## src/rtl/mem_arb_pkg.sv

```systemverilog
// rtl/mem_arb_pkg.sv - shared types and access-size encodings for the memory port arbiter
package mem_arb_pkg;

    typedef enum logic {
        ARB_IDLE = 1'b0,
        ARB_WAIT = 1'b1
    } arb_state_e;

    typedef enum logic {
        OWN_IF = 1'b0,
        OWN_D  = 1'b1
    } arb_owner_e;

    // Same encoding the data memory uses for its size field.
    localparam logic [1:0] SZ_BYTE = 2'b00;
    localparam logic [1:0] SZ_HALF = 2'b01;
    localparam logic [1:0] SZ_WORD = 2'b10;

endpackage

```

## src/rtl/mem_arb_pick.sv

```systemverilog
// rtl/mem_arb_pick.sv - combinational winner selection between fetch and data requesters
module mem_arb_pick
    import mem_arb_pkg::*;
#(
    parameter int STARVE_LIMIT = 4
) (
    input  logic       if_valid_i,
    input  logic       d_valid_i,
    input  logic [3:0] streak_i,
    output logic       pick_if_o,
    output logic       pick_d_o
);

    localparam logic [3:0] LIMIT = 4'(STARVE_LIMIT);

    logic starved;

    // Fetch only overrides data once data has won LIMIT contested grants in a row.
    assign starved   = if_valid_i && (streak_i == LIMIT);
    assign pick_d_o  = d_valid_i && !starved;
    assign pick_if_o = if_valid_i && !pick_d_o;

endmodule

```

## src/rtl/mem_port_arbiter.sv

```systemverilog
// rtl/mem_port_arbiter.sv - fetch/data arbiter for one shared memory port; optional ARB_PERF_CNT_EN stall counters
module mem_port_arbiter
    import mem_arb_pkg::*;
#(
    parameter int MEM_LAT      = 2,
    parameter int STARVE_LIMIT = 4
) (
    input  logic        clock,
    input  logic        reset,
    input  logic        if_req_valid,
    output logic        if_req_ready,
    input  logic [31:0] if_addr,
    output logic        if_rsp_valid,
    output logic [31:0] if_rsp_data,
    input  logic        d_req_valid,
    output logic        d_req_ready,
    input  logic        d_req_rw,
    input  logic [31:0] d_addr,
    input  logic [31:0] d_wdata,
    input  logic [1:0]  d_size,
    output logic        d_rsp_valid,
    output logic [31:0] d_rsp_data,
    output logic        mem_en,
    output logic        mem_rw,
    output logic [31:0] mem_addr,
    output logic [31:0] mem_wdata,
    output logic [1:0]  mem_size,
    input  logic [31:0] mem_rdata
`ifdef ARB_PERF_CNT_EN
    ,
    output logic [31:0] if_stall_cnt,
    output logic [31:0] d_stall_cnt
`endif
);

    localparam logic [3:0] LAT   = 4'(MEM_LAT);
    localparam logic [3:0] LIMIT = 4'(STARVE_LIMIT);

    arb_state_e state_q;
    arb_owner_e owner_q;
    logic [3:0] cnt_q;
    logic [3:0] streak_q;
    logic [3:0] streak_d;
    logic       wr_q;

    logic slot;
    logic pick_if;
    logic pick_d;
    logic grant_if;
    logic grant_d;
    logic rsp_fire;

    // A new command may issue while idle or in the response cycle of the previous one.
    assign slot = (state_q == ARB_IDLE) || (cnt_q == LAT);

    mem_arb_pick #(
        .STARVE_LIMIT(STARVE_LIMIT)
    ) u_pick (
        .if_valid_i(if_req_valid),
        .d_valid_i (d_req_valid),
        .streak_i  (streak_q),
        .pick_if_o (pick_if),
        .pick_d_o  (pick_d)
    );

    // Reset gates every combinational path so nothing leaks out while it is held.
    assign grant_if = !reset && slot && pick_if;
    assign grant_d  = !reset && slot && pick_d;
    assign rsp_fire = !reset && (state_q == ARB_WAIT) && (cnt_q == LAT);

    assign if_req_ready = grant_if;
    assign d_req_ready  = grant_d;

    assign mem_en    = grant_if || grant_d;
    assign mem_rw    = grant_d && d_req_rw;
    assign mem_addr  = grant_d ? d_addr : (grant_if ? if_addr : 32'h0);
    assign mem_wdata = grant_d ? d_wdata : 32'h0;
    assign mem_size  = grant_d ? d_size : (grant_if ? SZ_WORD : SZ_BYTE);

    assign if_rsp_valid = rsp_fire && (owner_q == OWN_IF);
    assign if_rsp_data  = if_rsp_valid ? mem_rdata : 32'h0;
    assign d_rsp_valid  = rsp_fire && (owner_q == OWN_D);
    assign d_rsp_data   = (d_rsp_valid && !wr_q) ? mem_rdata : 32'h0;

    always_comb begin
        streak_d = streak_q;
        if (grant_if) begin
            streak_d = 4'd0;
        end else if (grant_d) begin
            if (!if_req_valid) begin
                streak_d = 4'd0;
            end else if (streak_q != LIMIT) begin
                streak_d = streak_q + 4'd1;
            end
        end
    end

    always_ff @(posedge clock or posedge reset) begin
        if (reset) begin
            state_q  <= ARB_IDLE;
            owner_q  <= OWN_IF;
            cnt_q    <= 4'd0;
            streak_q <= 4'd0;
            wr_q     <= 1'b0;
        end else begin
            streak_q <= streak_d;
            if (slot) begin
                if (grant_if || grant_d) begin
                    state_q <= ARB_WAIT;
                    cnt_q   <= 4'd1;
                    owner_q <= grant_d ? OWN_D : OWN_IF;
                    wr_q    <= grant_d && d_req_rw;
                end else begin
                    state_q <= ARB_IDLE;
                    cnt_q   <= 4'd0;
                end
            end else begin
                cnt_q <= cnt_q + 4'd1;
            end
        end
    end

`ifdef ARB_PERF_CNT_EN
    always_ff @(posedge clock or posedge reset) begin
        if (reset) begin
            if_stall_cnt <= 32'd0;
            d_stall_cnt  <= 32'd0;
        end else begin
            if (if_req_valid && !if_req_ready) begin
                if_stall_cnt <= if_stall_cnt + 32'd1;
            end
            if (d_req_valid && !d_req_ready) begin
                d_stall_cnt <= d_stall_cnt + 32'd1;
            end
        end
    end
`endif

endmodule

```

## config.mk

```make
export PLATFORM = sky130hd
export DESIGN_NAME = mem_port_arbiter
export DESIGN_NICKNAME = d
export VERILOG_FILES = /design/src/rtl/mem_arb_pkg.sv /design/src/rtl/mem_arb_pick.sv /design/src/rtl/mem_port_arbiter.sv
export SDC_FILE = /design/constraint.sdc
export NUM_CORES = 1
export LEC_CHECK = 0
export CAP_MARGIN = 20
export CORE_AREA = 4 4 103 105
export CTS_CLUSTER_SIZE = 20
export DETAILED_ROUTE_END_ITERATION = 8
export DIE_AREA = 0 0 107 109
export MAX_ROUTING_LAYER = met4
export PLACE_DENSITY = 0.67
export SKIP_LAST_GASP = 1
export SYNTH_ARGS = -nofsm -noshare
export SYNTH_HDL_FRONTEND = slang
export SYNTH_SLANG_ARGS = --single-unit
```

## constraint.sdc

```tcl
create_clock -name clock -period 2.3 [get_ports clock]
set_input_delay 0.46 -clock clock [delete_from_list [all_inputs] [get_ports clock]]
set_output_delay 0.46 -clock clock [all_outputs]
set_load 0.05 [all_outputs]
```

# ---- After elaboration in Yosys (flattened, before gate mapping)
# Index checks and enable logic that the tools add are counted.
dict set report totals {
  ff_bits 11
  latch_bits 0
  ramBits 0
  romBits 0
  input_bits 135
  elab_cells 49
  n_memories 0
}
dict set report classes {
  add_sub_neg 2
  n_mul 0
  div_mod_pow 0
  n_lt_le_gt_ge 0
  n_eq_ne 4
  n_shift 0
  mux 15
  bitwise_logic 2
  n_reduce_logical 21
}
# operator n
set ops {}
lappend ops {{32-bit 2-to-1 mux} 5}
lappend ops {{4-bit 2-to-1 mux} 5}
lappend ops {{1-bit logical AND} 12}
lappend ops {{4-bit by 1-bit adder with 4-bit output (second input constant)} 2}
lappend ops {{4-bit by 2-bit equality test with 1-bit output (second input constant)} 1}
lappend ops {{4-bit by 3-bit equality test with 1-bit output (second input constant)} 1}
lappend ops {{1-bit logical NOT} 4}
lappend ops {{2-bit 2-to-1 mux} 2}
lappend ops {{4-bit by 3-bit inequality test with 1-bit output (second input constant)} 1}
lappend ops {{2-bit AND reduction} 2}
lappend ops {{1-bit 2-to-1 mux} 3}
lappend ops {{3-bit by 1-bit inequality test with 1-bit output (second input constant)} 1}
lappend ops {{1-bit logical OR} 2}
lappend ops {{1-bit NOT} 2}
lappend ops {{2-bit nonzero test} 1}

# ---- Longest topological paths before layout
# Gate-level depths: netlist (run 1).
dict set report depth {
  ltp_word 10
  ltp_mapped 8
}

# ---- Hierarchy
# Synthesis (run 1) repeated with hierarchy kept, for this count alone.
dict set report hier_totals {
  cells_unflattened 260
  hier_area_um2 1744.2
}
# mod n_inst cells_each area_each_um2 seq_area_each_um2
set by_module_without_submodules {}
lappend by_module_without_submodules {mem_port_arbiter 1 256 1704.1 275.3}
lappend by_module_without_submodules {mem_arb_pick 1 4 40.0 0.0}

# ---- Worst setup path after synthesis (run 1)
# No wires, ideal clock.
dict set report synth_timing {
  kind {register to output}
  from {register streak_q[0]}
  to {output port if_req_ready}
  arrival_ns 2.423
  t_required_ns 1.840
  setup_slack_ns -0.583
  path_stages_with_launch 8
  path_buffers 2
  cell_sequence {dfrtp_1 -> inv_1 -> ha_1 -> nand4b_1 -> and2_1 -> clkbuf_1 -> clkbuf_1 -> nor3b_1}
}
dict set report synth_via {
  elab_chain_len 7
}
# element line
set synth_lines {}
lappend synth_lines {{start: declaration} mem_port_arbiter.sv:42} ;# logic [3:0] streak_q;
lappend synth_lines {{start signal: assignment} mem_port_arbiter.sv:106} ;# streak_q <= streak_d;
lappend synth_lines {{4-bit by 3-bit equality test with 1-bit output} mem_arb_pick.sv:19} ;# assign starved = if_valid_i && (streak_i == LIMIT);
lappend synth_lines {{1-bit logical AND} mem_arb_pick.sv:19}
lappend synth_lines {{1-bit logical NOT} mem_arb_pick.sv:20} ;# assign pick_d_o = d_valid_i && !starved;
lappend synth_lines {{1-bit logical AND} mem_arb_pick.sv:20}
lappend synth_lines {{1-bit logical NOT} mem_arb_pick.sv:21} ;# assign pick_if_o = if_valid_i && !pick_d_o;
lappend synth_lines {{1-bit logical AND} mem_arb_pick.sv:21}
lappend synth_lines {{1-bit logical AND} mem_port_arbiter.sv:67} ;# assign grant_if = !reset && slot && pick_if;
lappend synth_lines {{end: declaration} mem_port_arbiter.sv:11} ;# output logic if_req_ready,
# No other way between the ends.

# ---- Worst setup path in the final report (run 1)
dict set report layout_timing {
  from {register streak_q[1]}
  to {output port mem_addr[14]}
}
dict set report layout_via {
  elab_chain_len 9
  elab_cells_between_ends 10
  cone_classes {eq/ne: 1; mux: 2; reduce/logical: 7}
}
# element line
set layout_lines {}
lappend layout_lines {{4-bit by 3-bit equality test with 1-bit output *} mem_arb_pick.sv:19}
lappend layout_lines {{1-bit logical AND *} mem_arb_pick.sv:19}
lappend layout_lines {{1-bit logical NOT *} mem_arb_pick.sv:20}
lappend layout_lines {{1-bit logical AND *} mem_arb_pick.sv:20}
lappend layout_lines {{1-bit logical NOT} mem_arb_pick.sv:21}
lappend layout_lines {{1-bit logical AND} mem_arb_pick.sv:21}
lappend layout_lines {{1-bit logical AND} mem_port_arbiter.sv:67}
lappend layout_lines {{32-bit 2-to-1 mux} mem_port_arbiter.sv:76} ;# assign mem_addr = grant_d ? d_addr : (grant_if ? if_addr : 32'h0);
lappend layout_lines {{32-bit 2-to-1 mux *} mem_port_arbiter.sv:76}
lappend layout_lines {{end: declaration} mem_port_arbiter.sv:25} ;# output logic [31:0] mem_addr,
# Every way passes the cells marked *; elsewhere a longest branch is shown, timed or not.

==> flow_summary.toml, run 1 <==
[status]
status = "complete, but fails checks"
violations = "negative setup slack"

[clock_network]
postCtsHoldBufs = 0
clkLatencyLatePin_ns = 0.25
cts_buffers = 3
cts_tree = "built"
clk_path_buf_depth = 2
cts_max_level = 1
clkTransAtPathRegs_ns = 0.05
clock_sinks = 11
cts_root_buf = "clkbuf_8"

[setup_path]
critPathMaxFanout = 6
r2r_slack_ns = 0.40
crit_buf_inv = 5
required_ns = 1.84
path_depth = 10
arrival_ns = 2.03
cp-startpoint = "streak_q[1]"
critPathKind = "flip-flop to primary output"
cp_slowest_cell = "dfrtp_1"
critPathMaxStageDelay_ns = 0.37
worst_setup_path_end_kind = "primary output"
cp_cell_sequence = "inv_2 -> ha_4 -> nand4b_1 -> buf_4 -> buf_6 -> and2_4 -> clkbuf_16 -> nand2_1 -> a21oi_4 -> buf_12"
reg2reg_depth = 9
cp-start-kind = "flip-flop"
r2r_end = "streak_q[3]"
r2r-start = "cnt_q[0]"
path_delay_family = "buffers and inverters"
critPathCapture = "mem_addr[14]"

[layout]
final_common_cell = "buf_12"
multi_input_area_mm2 = 0.00218
final-seq-area_um2 = 275
fillers = 623
design_area_mm2 = 0.00745
layout.nets = 726
area_growth_pct = 313
most-common-layout-cells = "buf_12 (146), clkdlybuf4s50_1 (132), and2_2 (48)"
drive_gt1_share_pct = 58.9

[synth]
synth_nets = 423
async_flop_share_pct = 100
ys_top_cells_by_area = "and2_1 (35%), dfrtp_1 (15%), nand3_1 (9.7%), a21oi_1 (8.9%), nand2_1 (7.7%)"
postSynthAreaPerCell_um2 = 6.34
dominantRegCellSynth = "dfrtp_1"
synth_edf_count = 0
yosysWarnings = 0
synth-seq-cells = 11
yosysSeqAreaShare_pct = 15.3
synth_top_area_share_pct = 34.7
syn_area_mm2 = 0.00180
ys_types = 30
synthesis.instances = 284
yosys.area.top_type = "and2_1"

[route]
wl_per_cell_um = 20.3
vias = 3368
ant_nets = 0
wl_mm = 14.6
first_pass_iters = 4
drt_iter0_drc = 182
via_per_inst = 4.68
drc = 0

[sta]
min_period_ns = 2.49
finalWorstSetupSlack_ns = -0.193
post-route-period-util_pct = 108
max_slew_margin_pct = 56.1
finClkSkew_ns = 0.00499
setup_viol = 135
worstMarginPinSlew_ns = 0.652
max_freq_ghz = 0.401
rsz0062_at_grt = "true"
finalHoldViolCount = 0
slew_viol_final = 0

[min_path]
worst_hold_path_type = "flip-flop to flip-flop"

[global_routing]
grt_remaining_overflow = 0
grt_max_degree = 39
grt_pass1_wl_mm = 19.5
antenna_found_initial = 1
first_global_vias = 3533
grt_use_total_pct = 22.4

[floorplanning]
pin_count = 271
die-area_mm2 = 0.0117
initial_core_util_pct = 18.7
row_count = 36
die_w_um = 107
core-area_mm2 = 0.00964
die_h_um = 109

[pwr]
power.density_mw_per_mm2 = 647
total_leakage_power_nw = 2.92
peakVddDrop_uv = 455

[place]
place_hpwl_mm = 10.7
preCtsSetupSlack_ns = -0.415
gp_congestion = 0.839
portBuffers = 270
post_dp_cell_area_mm2 = 0.00652

[job]
max-cap-violations = 0
synthesized netlist by cell type, drive strengths merged (2+ instances only):
cell type  instances
a21o               2
and2             100
ha                 4
inv                7
clkbuf            15
nor3b              2
and3               2
xnor2              2
o21ai              7
nor2               9
a21oi             32
dfrtp             11
o31ai              2
nand2             37
nand3             35
buf                9
area by class of cell:
cell class	count	share of cell area, %
Antenna cell	1	0.0336
Clock buffer	4	0.605
Inverter	7	0.353
Multi-Input combinational cell	244	29.3
Sequential cell	11	3.70
Tap cell	133	2.23
Timing Repair Buffer	320	63.8
how the worst min path moves through the flow:
stage / start / endpoint / slack, ns / cells past startpoint
floorplan: reset / cnt_q[0] / 0.31 / 1
global placement: wr_q / wr_q / 0.46 / 1
detailed placement: wr_q / wr_q / 0.48 / 1
CTS: wr_q / wr_q / 0.48 / 1
global route: wr_q / wr_q / 0.52 / 1
finish: wr_q / wr_q / 0.48 / 1
flip-flops by register name, summed over array words and instances, names as in the netlist:
register / cells
owner_q: 1
state_q: 1
cnt_q: 4
streak_q: 4
wr_q: 1
layer usage:
layer,up-vias,track usage [%],wire [um]
li1,1538,-,-
met1,1592,22.3,4970
met2,213,44.0,8100
met3,25,4.80,1240
met4,0,5.75,330
met5,-,-,0
cell families after synthesis:
group / after synthesis / share of synthesized area [%]
flip-flops: 11 / 15.3
AND/OR/NAND/NOR: 189 / 58.3
adder cells (fa/ha/maj): 4 / 2.78
buffers and inverters: 31 / 8.40
XOR/XNOR: 2 / 0.972
AO/OA/AOI/OAI: 47 / 14.2
what timing repair did:
item | in CTS | in global routing
pin swaps | 36 | 25
cloned | 8 | 3
setup buffers | 16 | 1
endpoints found under the setup margin | 136 | 135
gates resized for setup | 86 | 50
per-stage QoR:
stage	utilization (%)	hold WS, ns	power, mW	TNS (ns)	cells
after floorplan	-	0.312	2.09	-1.50	284
after global placement	67.6	0.455	3.95	-38.90	690
after detailed placement	67.6	0.477	4.01	-46.36	690
after CTS	74.7	0.484	4.69	-16.63	717
after global routing	77.2	0.523	4.99	-30.21	720
final	77.2	0.480	4.82	-17.95	720
worst register-to-register path, cell delays in order (launching register included):
cell     delay [ns]
dfrtp_1        0.37
inv_1          0.06
ha_2           0.18
nor4b_4        0.24
buf_6          0.16
buf_12         0.12
o22ai_1        0.16
buf_4          0.23
o21ai_0        0.17
o31ai_1        0.09
where the power goes:
group / total, mW / internal (mW) / switching (mW)
sequential: 0.367 / 0.279 / 0.0887
combinational: 4.25 / 2.07 / 2.18
clock: 0.204 / 0.122 / 0.0816
Power figures use the tool's default switching activity.
==> run 2: changes to the inputs <==
--- a/config.mk
+++ b/config.mk
@@ -6,12 +6,10 @@
 export NUM_CORES = 1
 export LEC_CHECK = 0
 export CAP_MARGIN = 20
-export CORE_AREA = 4 4 103 105
+export CORE_AREA = 3 3 105 107
 export CTS_CLUSTER_SIZE = 20
 export DETAILED_ROUTE_END_ITERATION = 8
-export DIE_AREA = 0 0 107 109
-export MAX_ROUTING_LAYER = met4
-export PLACE_DENSITY = 0.67
+export DIE_AREA = 0 0 108 110
 export SKIP_LAST_GASP = 1
 export SYNTH_ARGS = -nofsm -noshare
 export SYNTH_HDL_FRONTEND = slang
==> run 2 against run 1 <==
The run still ends with negative setup slack left; worst setup slack better by 0.00085 ns; register-to-register slack worse by 0.03 ns; count of clock-buffer cells in the layout stayed put; via count is 1.9% lower; cell area is 1.8% lower; combinational power is 2% lower; critical path depth stayed put; clock skew hardly changed.
==> flow_summary.toml, run 2 (synthesized netlist as in run 1, its figures left out) <==
[route]
top_layer_used = "met4"
via_per_inst = 4.55
wl_met3_mm = 1.49
wl_mm = 14.3
wl_met2_mm = 7.95
drc = 0
m1WireLength_mm = 4.70
wl_per_cell_um = 19.7
vias = 3305
ant_nets = 0
first_pass_iters = 4
drt_iter0_drc = 218

[place]
portBuffers = 270
preCtsSetupSlack_ns = -0.396
gp_congestion = 0.823
place_hpwl_mm = 10.7
dp_cells = 689

[sta]
finalWorstSetupSlack_ns = -0.192
setup_viol = 134
worstMarginPinSlew_ns = 0.579
max_slew_margin_pct = 61.1
finClkSkew_ns = 0.00477
post-route-period-util_pct = 108
finalHoldViolCount = 0
rsz0062_at_grt = "true"
min_period_ns = 2.49
max_freq_ghz = 0.401
setup-tns-final_ns = -16.55
slew_viol_final = 0

[clock_network]
cts_max_level = 1
postCtsHoldBufs = 0
clkTransAtPathRegs_ns = 0.05
cts_buffers = 3
cts_root_buf = "clkbuf_8"
clock_sinks = 11
cts_tree = "built"
clk_path_buf_depth = 2
clkLatencyLatePin_ns = 0.24

[layout]
area_growth_pct = 306
diodes = 0
final_cells = 726
layout.nets = 730
fillers = 694
multi_input_area_mm2 = 0.00200
final_util_pct = 71.4
top_regs = "cnt_q x4, streak_q x4"
final-seq-area_um2 = 275
drive_gt1_share_pct = 51.2
most-common-layout-cells = "buf_12 (146), clkdlybuf4s50_1 (131), and2_1 (50)"
final_common_cell = "buf_12"

[setup_path]
critPathKind = "flip-flop to primary output"
critPathMaxStageDelay_ns = 0.40
critPathMaxFanout = 8
crit_buf_inv = 5
worst_setup_path_end_kind = "primary output"
reg2reg_depth = 10
required_ns = 1.84
cp_slowest_cell = "dfrtp_1"
cp-start-kind = "flip-flop"
arrival_ns = 2.03
path_delay_family = "buffers and inverters"
r2r_slack_ns = 0.37
cp_common_cell = "buf_6"
cp_cell_sequence = "inv_2 -> ha_4 -> nand4b_1 -> buf_6 -> nand2_8 -> buf_6 -> buf_16 -> nand3_2 -> a21oi_4 -> buf_12"
path_depth = 10

[global_routing]
grt_max_degree = 39
grt_remaining_overflow = 0
grt_use_total_pct = 20.8
grt_pass1_wl_mm = 18.8
first_global_vias = 3312
antenna_found_initial = 0

[pwr]
clkPwrFrac_pct = 4.1
combPwrFrac_pct = 88.1
total_leakage_power_nw = 2.89
p_int_mw = 2.46
switchingPower_mw = 2.28
switching_share_pct = 48.1
p_seq_share_pct = 7.8
power.density_mw_per_mm2 = 648
fin_total_pwr_mw = 4.74
peakVddDrop_uv = 395

[floorplanning]
die_h_um = 110
die-area_mm2 = 0.0119
core-area_mm2 = 0.0102
initial_core_util_pct = 17.6
die_w_um = 108
pin_count = 271
row_count = 37

[status]
status = "complete, but fails checks"
violations = "negative setup slack"

[job]
max-cap-violations = 0

[min_path]
worst_hold_path_type = "flip-flop to flip-flop"
min_path_cells = 1
==> run 2: power by group through the flow <==
stage | logic, mW | registers, mW | clock network (mW)
6_report | 4.17 | 0.368 | 0.194
5_1_grt | 4.34 | 0.376 | 0.212
4_1_cts | 3.94 | 0.363 | 0.197
3_5_place_dp | 3.57 | 0.371 | 0
3_3_place_gp | 3.53 | 0.364 | 0
2_1_floorplan | 1.74 | 0.354 | 0
==> run 2: per-layer routing <==
metal / GRT usage (%) / vias to the layer above
li1: - / 1543
met3: 7.05 / 10
met2: 40.4 / 196
met1: 21.7 / 1556
met4: 4.51 / 0
met5: 0 / -
==> run 2: area by class of cell <==
type,count,share of cell area [%]
well taps,136,2.33
repair buffers,326,65.6
clock buffers,4,0.616
flip-flops and latches,11,3.77
inverters,7,0.360
multi-input cells,242,27.4
==> run 2: path summary, 6_finish.rpt <==
path / start / end
worst min register to register: wr_q / wr_q
min in group asynchronous: reset / cnt_q[1]
worst min-delay path: wr_q / wr_q
worst max register to register: streak_q[0] / wr_q
max in group asynchronous: reset / owner_q
worst max-delay path: streak_q[0] / mem_addr[27]
==> run 2: per-stage QoR <==
step / instance area [um^2] / hold slack, ns
after floorplan: 2120 / 0.312
after global placement: 6480 / 0.456
after detailed placement: 6480 / 0.479
after CTS: 7030 / 0.487
after global routing: 7310 / 0.503
final: 7310 / 0.480
==> run 2: timing repair <==
action / in CTS / in global routing
endpoints found under the setup margin: 135 / 135
setup buffers: 14 / 11
resized for setup: 71 / 29
pin swaps: 25 / 29
gates cloned: 6 / 3
==> run 2: worst register-to-register path, delay by kind of cell (launching register included) <==
| family | cells | cell delay (ns) |
|---|---|---|
| adder cells (fa/ha/maj) | 1 | 0.14 |
| AND/OR/NAND/NOR | 2 | 0.32 |
| AO/OA/AOI/OAI | 2 | 0.28 |
| buffers and inverters | 5 | 0.67 |
| flip-flops | 1 | 0.40 |
